<file path="config.mk">
export PLATFORM = sky130hd
export DESIGN_NAME = uart_wr_pack_flat
export DESIGN_NICKNAME = d
export VERILOG_FILES = /design/src/rtl/uart_sdram_pkg.sv /design/src/rtl/uart_wr_pack_if.sv /design/src/rtl/uart_idle_timer.sv /design/src/rtl/uart_wr_pack.sv /design/src/flat_wrapper.sv
export SDC_FILE = /design/constraint.sdc
export NUM_CORES = 1
export LEC_CHECK = 0
export ABC_AREA = 1
export BUFFER_PORTS_ARGS = -buffer_cell sky130_fd_sc_hd__buf_2
export CAP_MARGIN = 20
export CORE_MARGIN = 8
export CORE_UTILIZATION = 60
export DETAILED_ROUTE_END_ITERATION = 8
export PLACE_DENSITY = 0.84
export SETUP_SLACK_MARGIN = 0.05
export SLEW_MARGIN = 20
export SYNTH_ARGS = -nofsm -noshare
export SYNTH_HDL_FRONTEND = slang
export SYNTH_SLANG_ARGS = --single-unit
</file>
<file path="constraint.sdc">
create_clock -name clk -period 7.1 [get_ports clk]
set_input_delay 0.71 -clock clk [delete_from_list [all_inputs] [get_ports clk]]
set_output_delay 0.71 -clock clk [all_outputs]
set_load 0.02 [all_outputs]
</file>
<file path="src/rtl/uart_sdram_pkg.sv">
// rtl/uart_sdram_pkg.sv - shared types and constants for the UART-to-SDRAM write path
package uart_sdram_pkg;

    typedef enum logic [1:0] {
        IDLE = 2'd0,
        HALF = 2'd1,
        PAD  = 2'd2
    } wr_state_t;

    localparam logic [7:0] PAD_BYTE_DEFAULT = 8'h00;

    // 50 MHz / 9600 Bd; two 10-bit characters of silence ends a transfer.
    localparam int BAUD_CYCLES          = 5208;
    localparam int IDLE_TIMEOUT_DEFAULT = 20 * BAUD_CYCLES;

    function automatic logic [10:0] eff_len(input logic [9:0] len);
        return (len == 10'd0) ? 11'd1 : {1'b0, len};
    endfunction

endpackage

</file>
<file path="src/rtl/uart_wr_pack_if.sv">
// rtl/uart_wr_pack_if.sv - byte-in / word-out bus between uart_rx, uart_wr_pack and the write FIFO
interface uart_wr_pack_if;
    logic [7:0]  rx_data;
    logic        rx_flag;
    logic        fifo_wr_rst_busy;
    logic        fifo_wr_req;
    logic [15:0] fifo_wr_data;

    modport master (
        output rx_data, rx_flag, fifo_wr_rst_busy,
        input  fifo_wr_req, fifo_wr_data
    );

    modport slave (
        input  rx_data, rx_flag, fifo_wr_rst_busy,
        output fifo_wr_req, fifo_wr_data
    );
endinterface

</file>
<file path="src/rtl/uart_idle_timer.sv">
// rtl/uart_idle_timer.sv - line-idle counter with clear, enable and one-cycle expire pulse
module uart_idle_timer
    import uart_sdram_pkg::*;
#(
    parameter int IDLE_TIMEOUT = IDLE_TIMEOUT_DEFAULT,
    parameter int TMR_W        = 17
) (
    input  logic clk,
    input  logic rst,
    input  logic clr,
    input  logic en,
    output logic expire
);
    logic [TMR_W-1:0] count;

    // A clear in the same cycle always beats expiry.
    assign expire = en && !clr && (count == TMR_W'(IDLE_TIMEOUT - 1));

    always_ff @(posedge clk) begin
        if (rst || clr || expire) begin
            count <= '0;
        end else if (en) begin
            count <= count + 1'b1;
        end
    end
endmodule

</file>
<file path="src/rtl/uart_wr_pack.sv">
// rtl/uart_wr_pack.sv - packs uart_rx bytes into write-FIFO words and pads the trailing burst after idle
// Build option UART_WR_PACK_EN: two bytes per word (low byte first); otherwise one zero-extended byte per word.
module uart_wr_pack
    import uart_sdram_pkg::*;
#(
    parameter int         IDLE_TIMEOUT = IDLE_TIMEOUT_DEFAULT,
    parameter int         TMR_W        = 17,
    parameter logic [7:0] PAD_BYTE     = PAD_BYTE_DEFAULT
) (
    input  logic          clk,
    input  logic          rst,
    uart_wr_pack_if.slave bus,
    input  logic [9:0]    burst_len,
    output logic          pad_active,
    output logic [15:0]   drop_cnt
);
`ifdef UART_WR_PACK_EN
    localparam bit          PACK_EN  = 1'b1;
    localparam logic [15:0] PAD_WORD = {PAD_BYTE, PAD_BYTE};
    logic [7:0]  lo_reg;
`else
    localparam bit          PACK_EN  = 1'b0;
    localparam logic [15:0] PAD_WORD = {8'h00, PAD_BYTE};
`endif

    wr_state_t   state, state_n;
    logic [9:0]  burst_cnt, len_reg;
    logic        hold_valid, retry_valid;
    logic [7:0]  hold_data, in_byte;
    logic [15:0] retry_data, new_word;
    logic        busy, stall, accept, proc, drop, pending;
    logic        tmr_clr, tmr_en, expire, cnt_wrap, new_wr, new_pad;
    logic [10:0] len_eff, cnt_inc;

    assign busy     = bus.fifo_wr_rst_busy;
    assign stall    = busy || retry_valid;
    assign accept   = bus.rx_flag && !busy;
    // A held byte is consumed before any newly arriving one.
    assign proc     = !stall && (state != PAD) && (hold_valid || bus.rx_flag);
    assign in_byte  = hold_valid ? hold_data : bus.rx_data;
    assign drop     = bus.rx_flag && (busy || (hold_valid && !proc));
    assign pending  = (state != IDLE) || (burst_cnt != 10'd0);
    assign tmr_clr  = accept || proc || !pending || (state == PAD);
    assign tmr_en   = !stall && pending && (state != PAD);
    assign len_eff  = eff_len((burst_cnt != 10'd0) ? len_reg : burst_len);
    assign cnt_inc  = {1'b0, burst_cnt} + 11'd1;
    assign cnt_wrap = (cnt_inc >= len_eff);

    uart_idle_timer #(
        .IDLE_TIMEOUT (IDLE_TIMEOUT),
        .TMR_W        (TMR_W)
    ) u_idle_timer (
        .clk    (clk),
        .rst    (rst),
        .clr    (tmr_clr),
        .en     (tmr_en),
        .expire (expire)
    );

    always_ff @(posedge clk) begin
        if (rst) state <= IDLE;
        else     state <= state_n;
    end

    always_comb begin
        state_n = state;
        case (state)
            IDLE: begin
                if (proc)        state_n = PACK_EN ? HALF : IDLE;
                else if (expire) state_n = PAD;
            end
`ifdef UART_WR_PACK_EN
            HALF: begin
                if (proc)        state_n = IDLE;
                else if (expire) state_n = cnt_wrap ? IDLE : PAD;
            end
`endif
            PAD:     if (!stall && cnt_wrap) state_n = IDLE;
            default: state_n = IDLE;
        endcase
    end

    always_comb begin
        new_wr   = 1'b0;
        new_pad  = 1'b0;
        new_word = '0;
        case (state)
            IDLE: if (proc && !PACK_EN) begin
                new_wr   = 1'b1;
                new_word = {8'h00, in_byte};
            end
`ifdef UART_WR_PACK_EN
            HALF: if (proc) begin
                new_wr   = 1'b1;
                new_word = {in_byte, lo_reg};
            end else if (expire) begin
                new_wr   = 1'b1;
                new_word = {PAD_BYTE, lo_reg};
            end
`endif
            PAD: if (!stall) begin
                new_wr   = 1'b1;
                new_pad  = 1'b1;
                new_word = PAD_WORD;
            end
            default: ;
        endcase
    end

`ifdef UART_WR_PACK_EN
    always_ff @(posedge clk) begin
        if (rst)                         lo_reg <= '0;
        else if (state == IDLE && proc)  lo_reg <= in_byte;
    end
`endif

    always_ff @(posedge clk) begin
        if (rst) begin
            burst_cnt        <= '0;
            len_reg          <= '0;
            hold_valid       <= 1'b0;
            hold_data        <= '0;
            retry_valid      <= 1'b0;
            retry_data       <= '0;
            bus.fifo_wr_req  <= 1'b0;
            bus.fifo_wr_data <= '0;
            pad_active       <= 1'b0;
            drop_cnt         <= '0;
        end else begin
            if (new_wr) begin
                burst_cnt <= cnt_wrap ? 10'd0 : cnt_inc[9:0];
                if (burst_cnt == 10'd0) len_reg <= burst_len;
            end
            if (state != PAD && state_n == PAD) len_reg <= burst_len;

            bus.fifo_wr_req  <= new_wr || (retry_valid && !busy);
            bus.fifo_wr_data <= retry_valid ? retry_data : new_word;
            pad_active       <= new_pad;

            // A strobe the FIFO saw while busy was lost; replay it once busy drops.
            if (bus.fifo_wr_req && busy) begin
                retry_valid <= 1'b1;
                retry_data  <= bus.fifo_wr_data;
            end else if (!busy) begin
                retry_valid <= 1'b0;
            end

            if (accept && (hold_valid == proc)) begin
                hold_valid <= 1'b1;
                hold_data  <= bus.rx_data;
            end else if (proc && hold_valid) begin
                hold_valid <= 1'b0;
            end

            if (drop && drop_cnt != 16'hFFFF) drop_cnt <= drop_cnt + 16'd1;
        end
    end
endmodule

</file>
<file path="src/flat_wrapper.sv">
// flat-port wrapper written by rule: the top's interface ports become plain ports
module uart_wr_pack_flat import uart_sdram_pkg::*;
#(
    parameter int         IDLE_TIMEOUT = IDLE_TIMEOUT_DEFAULT,
    parameter int         TMR_W        = 17,
    parameter logic [7:0] PAD_BYTE     = PAD_BYTE_DEFAULT
)
  (clk, rst, burst_len, pad_active, drop_cnt, bus_rx_data, bus_rx_flag, bus_fifo_wr_rst_busy, bus_fifo_wr_req, bus_fifo_wr_data);
  uart_wr_pack_if bus_i ();
  input  logic clk;
  input  logic rst;
  input  logic [9:0] burst_len;
  output logic pad_active;
  output logic [15:0] drop_cnt;
  input wire logic [$bits(bus_i.rx_data)-1:0] bus_rx_data;
  input wire logic [$bits(bus_i.rx_flag)-1:0] bus_rx_flag;
  input wire logic [$bits(bus_i.fifo_wr_rst_busy)-1:0] bus_fifo_wr_rst_busy;
  output wire logic [$bits(bus_i.fifo_wr_req)-1:0] bus_fifo_wr_req;
  output wire logic [$bits(bus_i.fifo_wr_data)-1:0] bus_fifo_wr_data;
  assign bus_i.rx_data = bus_rx_data;
  assign bus_i.rx_flag = bus_rx_flag;
  assign bus_i.fifo_wr_rst_busy = bus_fifo_wr_rst_busy;
  assign bus_fifo_wr_req = bus_i.fifo_wr_req;
  assign bus_fifo_wr_data = bus_i.fifo_wr_data;
  uart_wr_pack #(.IDLE_TIMEOUT(IDLE_TIMEOUT), .TMR_W(TMR_W), .PAD_BYTE(PAD_BYTE)) u_core (.clk(clk), .rst(rst), .bus(bus_i), .burst_len(burst_len), .pad_active(pad_active), .drop_cnt(drop_cnt));
endmodule
</file>
== After elaboration in Yosys (flattened, before gate mapping) ==
Cells that the tools add are included.
Word-level totals
  register bits after elaboration: 99
  bits of input ports: 22
  output and inout bits: 34
  word-level logic and storage cells: 86
Cells by class
  $add $sub $neg: 3
  $lt $le $gt $ge: 1
  eq/ne operators: 7
  muxes and demuxes: 21
  bitwise gates (word level): 1
  reduce and logical (&&, ||, !) cells: 41
Operators with widths (count)
  $mux 10: 6
  $mux 16: 2
  $logic_not 10->1: 2
  $add 17x1->17 const B: 1
  $eq 17x17->1 const B: 1
  $add 16x1->16 const B: 1
  $logic_and 1x1->1: 16
  $mux 8: 2
  $ne 16x16->1 const B: 1
  $add 10x1->11 const B: 1
  $ge 11x11->1: 1
  $logic_or 1x1->1: 10
  $reduce_bool 10->1: 1
  $reduce_bool 2->1: 4
  $mux 1: 6
  $mux 2: 3
  $logic_not 1->1: 5
  $eq 2x2->1 const B: 2
  $pmux 2 s2: 1
  $logic_not 2->1: 1
  $ne 2x1->1 const B: 1
  $ne 2x2->1 const B: 1
  $pmux 1 s2: 1
  $reduce_and 2->1: 1
  3 further kinds: 3

== Depth between registers and ports, before layout ==
  depth in word-level cells: 17
  gate-level depth with buffers: 25
  depth with buffers taken out: 24

== Hierarchy ==
Synthesis repeated with hierarchy kept, for this count alone.
Unflattened totals
  cell total of the unflattened synthesis: 737
  area, all modules: 5018.6 um^2
Modules (own cells, without submodules)
  uart_wr_pack: instances 1, cells an instance 601, area each 4116.4 um^2, sequential area each 1641.6 um^2
  uart_idle_timer: instances 1, cells an instance 136, area each 902.1 um^2, sequential area each 340.3 um^2

== Worst setup path before layout ==
OpenSTA, ideal clock, no wires.
  path kind: register to register
  start point: register u_core.burst_cnt[0]
  end point: register u_core.burst_cnt[7]
  library setup time: 132 ps
  arrival time: 2278 ps
  data required time: 6968 ps
  slack: 4690 ps
  stages on the path, launching flop included: 26
  buffers on the path: 1
  period minus slack after synthesis: 2410 ps
  cell sequence: dfxtp_1 > inv_1 > ha_1 > nand3_1 > nor3_2 > nand2_2 > buf_6 > nand2_1 > o21ai_0 > nand2_1 > nor2_1 > nand3_1 > nand2_1 > ha_1 > inv_1 > nand3_1 > nand2_1 > nand2_1 > nand2_1 > nand2_1 > nand2_1 > nand2_1 > nand2_1 > inv_1 > nand2_1 > a21oi_1
Between the ends
  cells in the longest elaborated chain, start to end: 6
  elaborated cells on any way between the ends: 7
  classes of those cells: 1 x add/sub; 1 x order compare; 3 x mux; 2 x reduce/logical
Ends and longest elaborated chain
  start: declaration: RTL line uart_wr_pack.sv:27  | logic [9:0] burst_cnt, len_reg;
  start signal: assignment: RTL line uart_wr_pack.sv:131  | burst_cnt <= cnt_wrap ? 10'd0 : cnt_inc[9:0];
  $reduce_bool 10->1: RTL line uart_wr_pack.sv:45  | assign len_eff = eff_len((burst_cnt != 10'd0) ? len_reg : burst_len);
  $mux 10: RTL line uart_wr_pack.sv:45
  $logic_not 10->1: RTL line uart_sdram_pkg.sv:17  | return (len == 10'd0) ? 11'd1 : {1'b0, len};
  $mux 10: RTL line uart_sdram_pkg.sv:17
  $ge 11x11->1: RTL line uart_wr_pack.sv:47  | assign cnt_wrap = (cnt_inc >= len_eff);
  $mux 10 (*): RTL line uart_wr_pack.sv:131
Mark *: on every way between the ends. The rest lies on a longest branch, timed or not.
A chain may end at the register's enable or synchronous reset.

== Final worst setup path ==
  start point: register u_core.burst_cnt[0]
  end point: register u_core.burst_cnt[0]
Same word-level chain as after synthesis.

==> run_results.csv <==
group,metric,value,unit
cells_and_area,drive_gt1_share,18.0,%
synthesis,ys_warn_count,0,
cells_and_area,fin_nets,791,
placed_design,post-dp-hpwl,8330,um
cts,post_cts_buffers,0,
cells_and_area,syn_to_final_growth,8.61,%
cells_and_area,regArea,0.00198,mm^2
timing,worst_pin_slew,0.914,ns
placed_design,place_ws,4.20,ns
cts,max-clock-path-buffers,2,
cts,cts.clk_slew.worst_paths,0.10,ns
synthesis,ys_seq_elements,99,
run_status,outcome,"finished clean",
route,via_per_inst,5.34,
cells_and_area,fill_cells,703,
floorplan,initial_utilization,62.1,%
cts,cts_root_buf,"clkbuf_8",
route,routedWlPerCell,13.1,um
route,drc,0,
cts,cts-resized-gates,0,
route,drt_iter0_drc,255,
cells_and_area,finish.utilization,67.5,%
power_and_ir_drop,p_leak,0.00237,uW
worst_setup_path,cp.arrival,3.28,ns
cts,cts_tree,"done",
global_routing,grt_max_degree,41,
timing,finalCriticalPeriod,2.98,ns
power_and_ir_drop,ir_drop,0.126,mV
cts,cts_buffers,9,
cells_and_area,top_register,"u_core.u_idle_timer.count",
worst_setup_path,worstPathMaxFanout,14,
synthesis,syn_avg_cell_area,7.22,um^2
synthesis,syn_inst,711,
timing,slew-limit-headroom,38.9,%
timing,clock_skew,0.0135,ns
placed_design,numPortBuffers,55,
floorplan,dieWidth,108,um
cts,clock-sinks,99,
worst_setup_path,crit_required,7.40,ns
placed_design,place_area,0.00539,mm^2
cells_and_area,diodes,0,
timing,max_clock_freq,0.335,GHz
worst_setup_path,path_class,"reg -> reg",
synthesis,synth.distinct_cells,35,
timing,finalMaxSlewViolations,0,
timing,setup_slack,4.12,ns
floorplan,io_pins,56,
worst_setup_path,crit_path_start_kind,"register",
timing,finalSetupTns,0,ns
hold_path,min_path_type,"reg -> reg",
worst_setup_path,cp-end-kind,"register",
synthesis,synth_edf_count,0,
synthesis,synth_ff_type,"dfxtp_1",
cts,cts.htree.levels,3,
floorplan,die_y,108,um
global_routing,grt_pass1_wl,19900,um
floorplan,rows,33,
route,via_count,4607,
global_routing,first_global_vias,4438,
floorplan,core,0.00826,mm^2
global_routing,antenna_found_initial,0,
synthesis,ys_seq_area_share,38.6,%
power_and_ir_drop,power_density,186,mW/mm^2
cells_and_area,multi_input_area,0.00265,mm^2
global_routing,grt_use_total,20.1,%
run,drv_cap,0,
timing,hold_viol_final,0,
synthesis,syn_area,0.00513,mm^2
timing,rsz0062_at_grt,"no",
synthesis,synthesis.nets,749,
cts,clock_latency,0.37,ns
route,dr.pass1.iters,5,
cells_and_area,largest_reg_flops,17,
timing,fin_crit_sh,42.0,%
floorplan,dieArea,0.0118,mm^2
route,wirelength,11300,um
route,ant_nets,0,
timing,setup_violations,0,
placed_design,gp_congestion,0.899,
global_routing,gr-total-overflow,0,
cts,holdBufCountCts,0,
cells_and_area,design_area,0.00557,mm^2
synthesis,async_flop_share,0,%
==> power breakdown <==
group | switching [uW] | total, uW | internal, uW
logic | 76.8 | 114 | 37.5
clock network | 210 | 344 | 134
registers | 10.4 | 580 | 570
==> worst max-delay path, stage by stage, from the launching register on <==
cell and delay, ns:
dfxtp_1 0.36, inv_1 0.10, ha_1 0.15, nand3_1 0.13, nor3_2 0.18, nand2_2 0.20
o21ai_0 0.32, nand2_1 0.10, nor2_1 0.12, nand3_1 0.08, nand2_1 0.06, ha_1 0.13
inv_1 0.04, nand3_1 0.06, nand2_1 0.06, nand2_1 0.06, nand2_1 0.05, nand2_1 0.06
nand2_1 0.05, nand2_1 0.22, nand2_1 0.11, inv_1 0.09, nand2_1 0.05, a21oi_1 0.14
==> cells in the final DEF, fill, tap and decap left out, types with 11 or more instances in the layout <==
master | synthesis | routed
nand2_1 | 144 | 144
dfxtp_1 | 99 | 99
inv_1 | 78 | 78
nor2_1 | 71 | 71
a21oi_1 | 60 | 60
buf_2 | 3 | 55
o21ai_0 | 54 | 54
nand3_1 | 33 | 33
nand4_1 | 19 | 19
ha_1 | 16 | 16
xor2_1 | 15 | 15
inv_2 | 14 | 14
nand3_2 | 12 | 12
nand2_2 | 11 | 11
xnor2_1 | 11 | 11
==> through the flow <==
step                      instances  total power (uW)  hold slack [ns]
after floorplan                 711               679            0.416
after global placement          847               700            0.421
after detailed placement        847               706            0.428
after CTS                       862              1050            0.446
after global routing            862              1090            0.460
final                           862              1040            0.442
==> final timing paths <==
check	end	startpoint	slack, ns	depth (start not counted)
min reg2reg	u_core.bus.fifo_wr_data[11]$_SDFF_PP0_	u_core.retry_data[11]$_SDFFE_PP0P_	0.44	2
min	u_core.bus.fifo_wr_data[11]$_SDFF_PP0_	u_core.retry_data[11]$_SDFFE_PP0P_	0.44	2
max reg2reg	u_core.burst_cnt[0]$_SDFFE_PP0P_	u_core.burst_cnt[0]$_SDFFE_PP0P_	4.12	23
max	u_core.burst_cnt[0]$_SDFFE_PP0P_	u_core.burst_cnt[0]$_SDFFE_PP0P_	4.12	23
==> synth_stat cells (2+ instances only) <==
cell	instances	share of area, %
nor3_1	9	0.88
o21ai_1	4	0.39
inv_1	78	5.7
nand2_2	11	1.3
ha_1	16	3.9
nor2_2	5	0.61
nand3_1	33	3.2
xnor2_1	11	1.9
a21oi_2	8	1.4
dfxtp_1	99	39
nor3_2	4	0.78
buf_2	3	0.29
nand2_1	144	11
buf_6	6	1.3
or2_0	2	0.24
o21ai_2	4	0.68
inv_2	14	1.0
nand3_2	12	2.3
buf_4	3	0.44
buf_1	2	0.15
nand3b_1	2	0.29
xor2_1	15	2.6
a21oi_1	60	5.9
nor2_1	71	5.2
nand4_1	19	2.3
nor2_4	4	0.88
o21ai_0	54	5.3
clkbuf_1	11	0.80
==> layout make-up <==
class                   count  area share (%)
well taps                 105            2.36
clock inverters             6            1.03
inverters                  93            6.27
flip-flops and latches     99            35.6
clock buffers               9            2.22
multi-input cells         494            47.5
repair buffers             56            5.08
==> cells by family after synthesis <==
family	Yosys count	synth area share, %
AO/OA/AOI/OAI	131	13.7
XOR/XNOR	26	4.44
adder cells (fa/ha/maj)	16	3.90
buffers and inverters	118	9.80
flip-flops	99	38.6
other	1	0.0731
AND/OR/NAND/NOR	320	29.5
==> metal layers <==
metal	global-route usage (%)	routed length, um	up-vias
li1	-	-	2374
met1	24.8	5030	2119
met2	34.1	5530	95
met3	3.09	493	19
met4	8.60	208	0
met5	0	0	-
No activity file was read; power rests on OpenSTA's default activity.
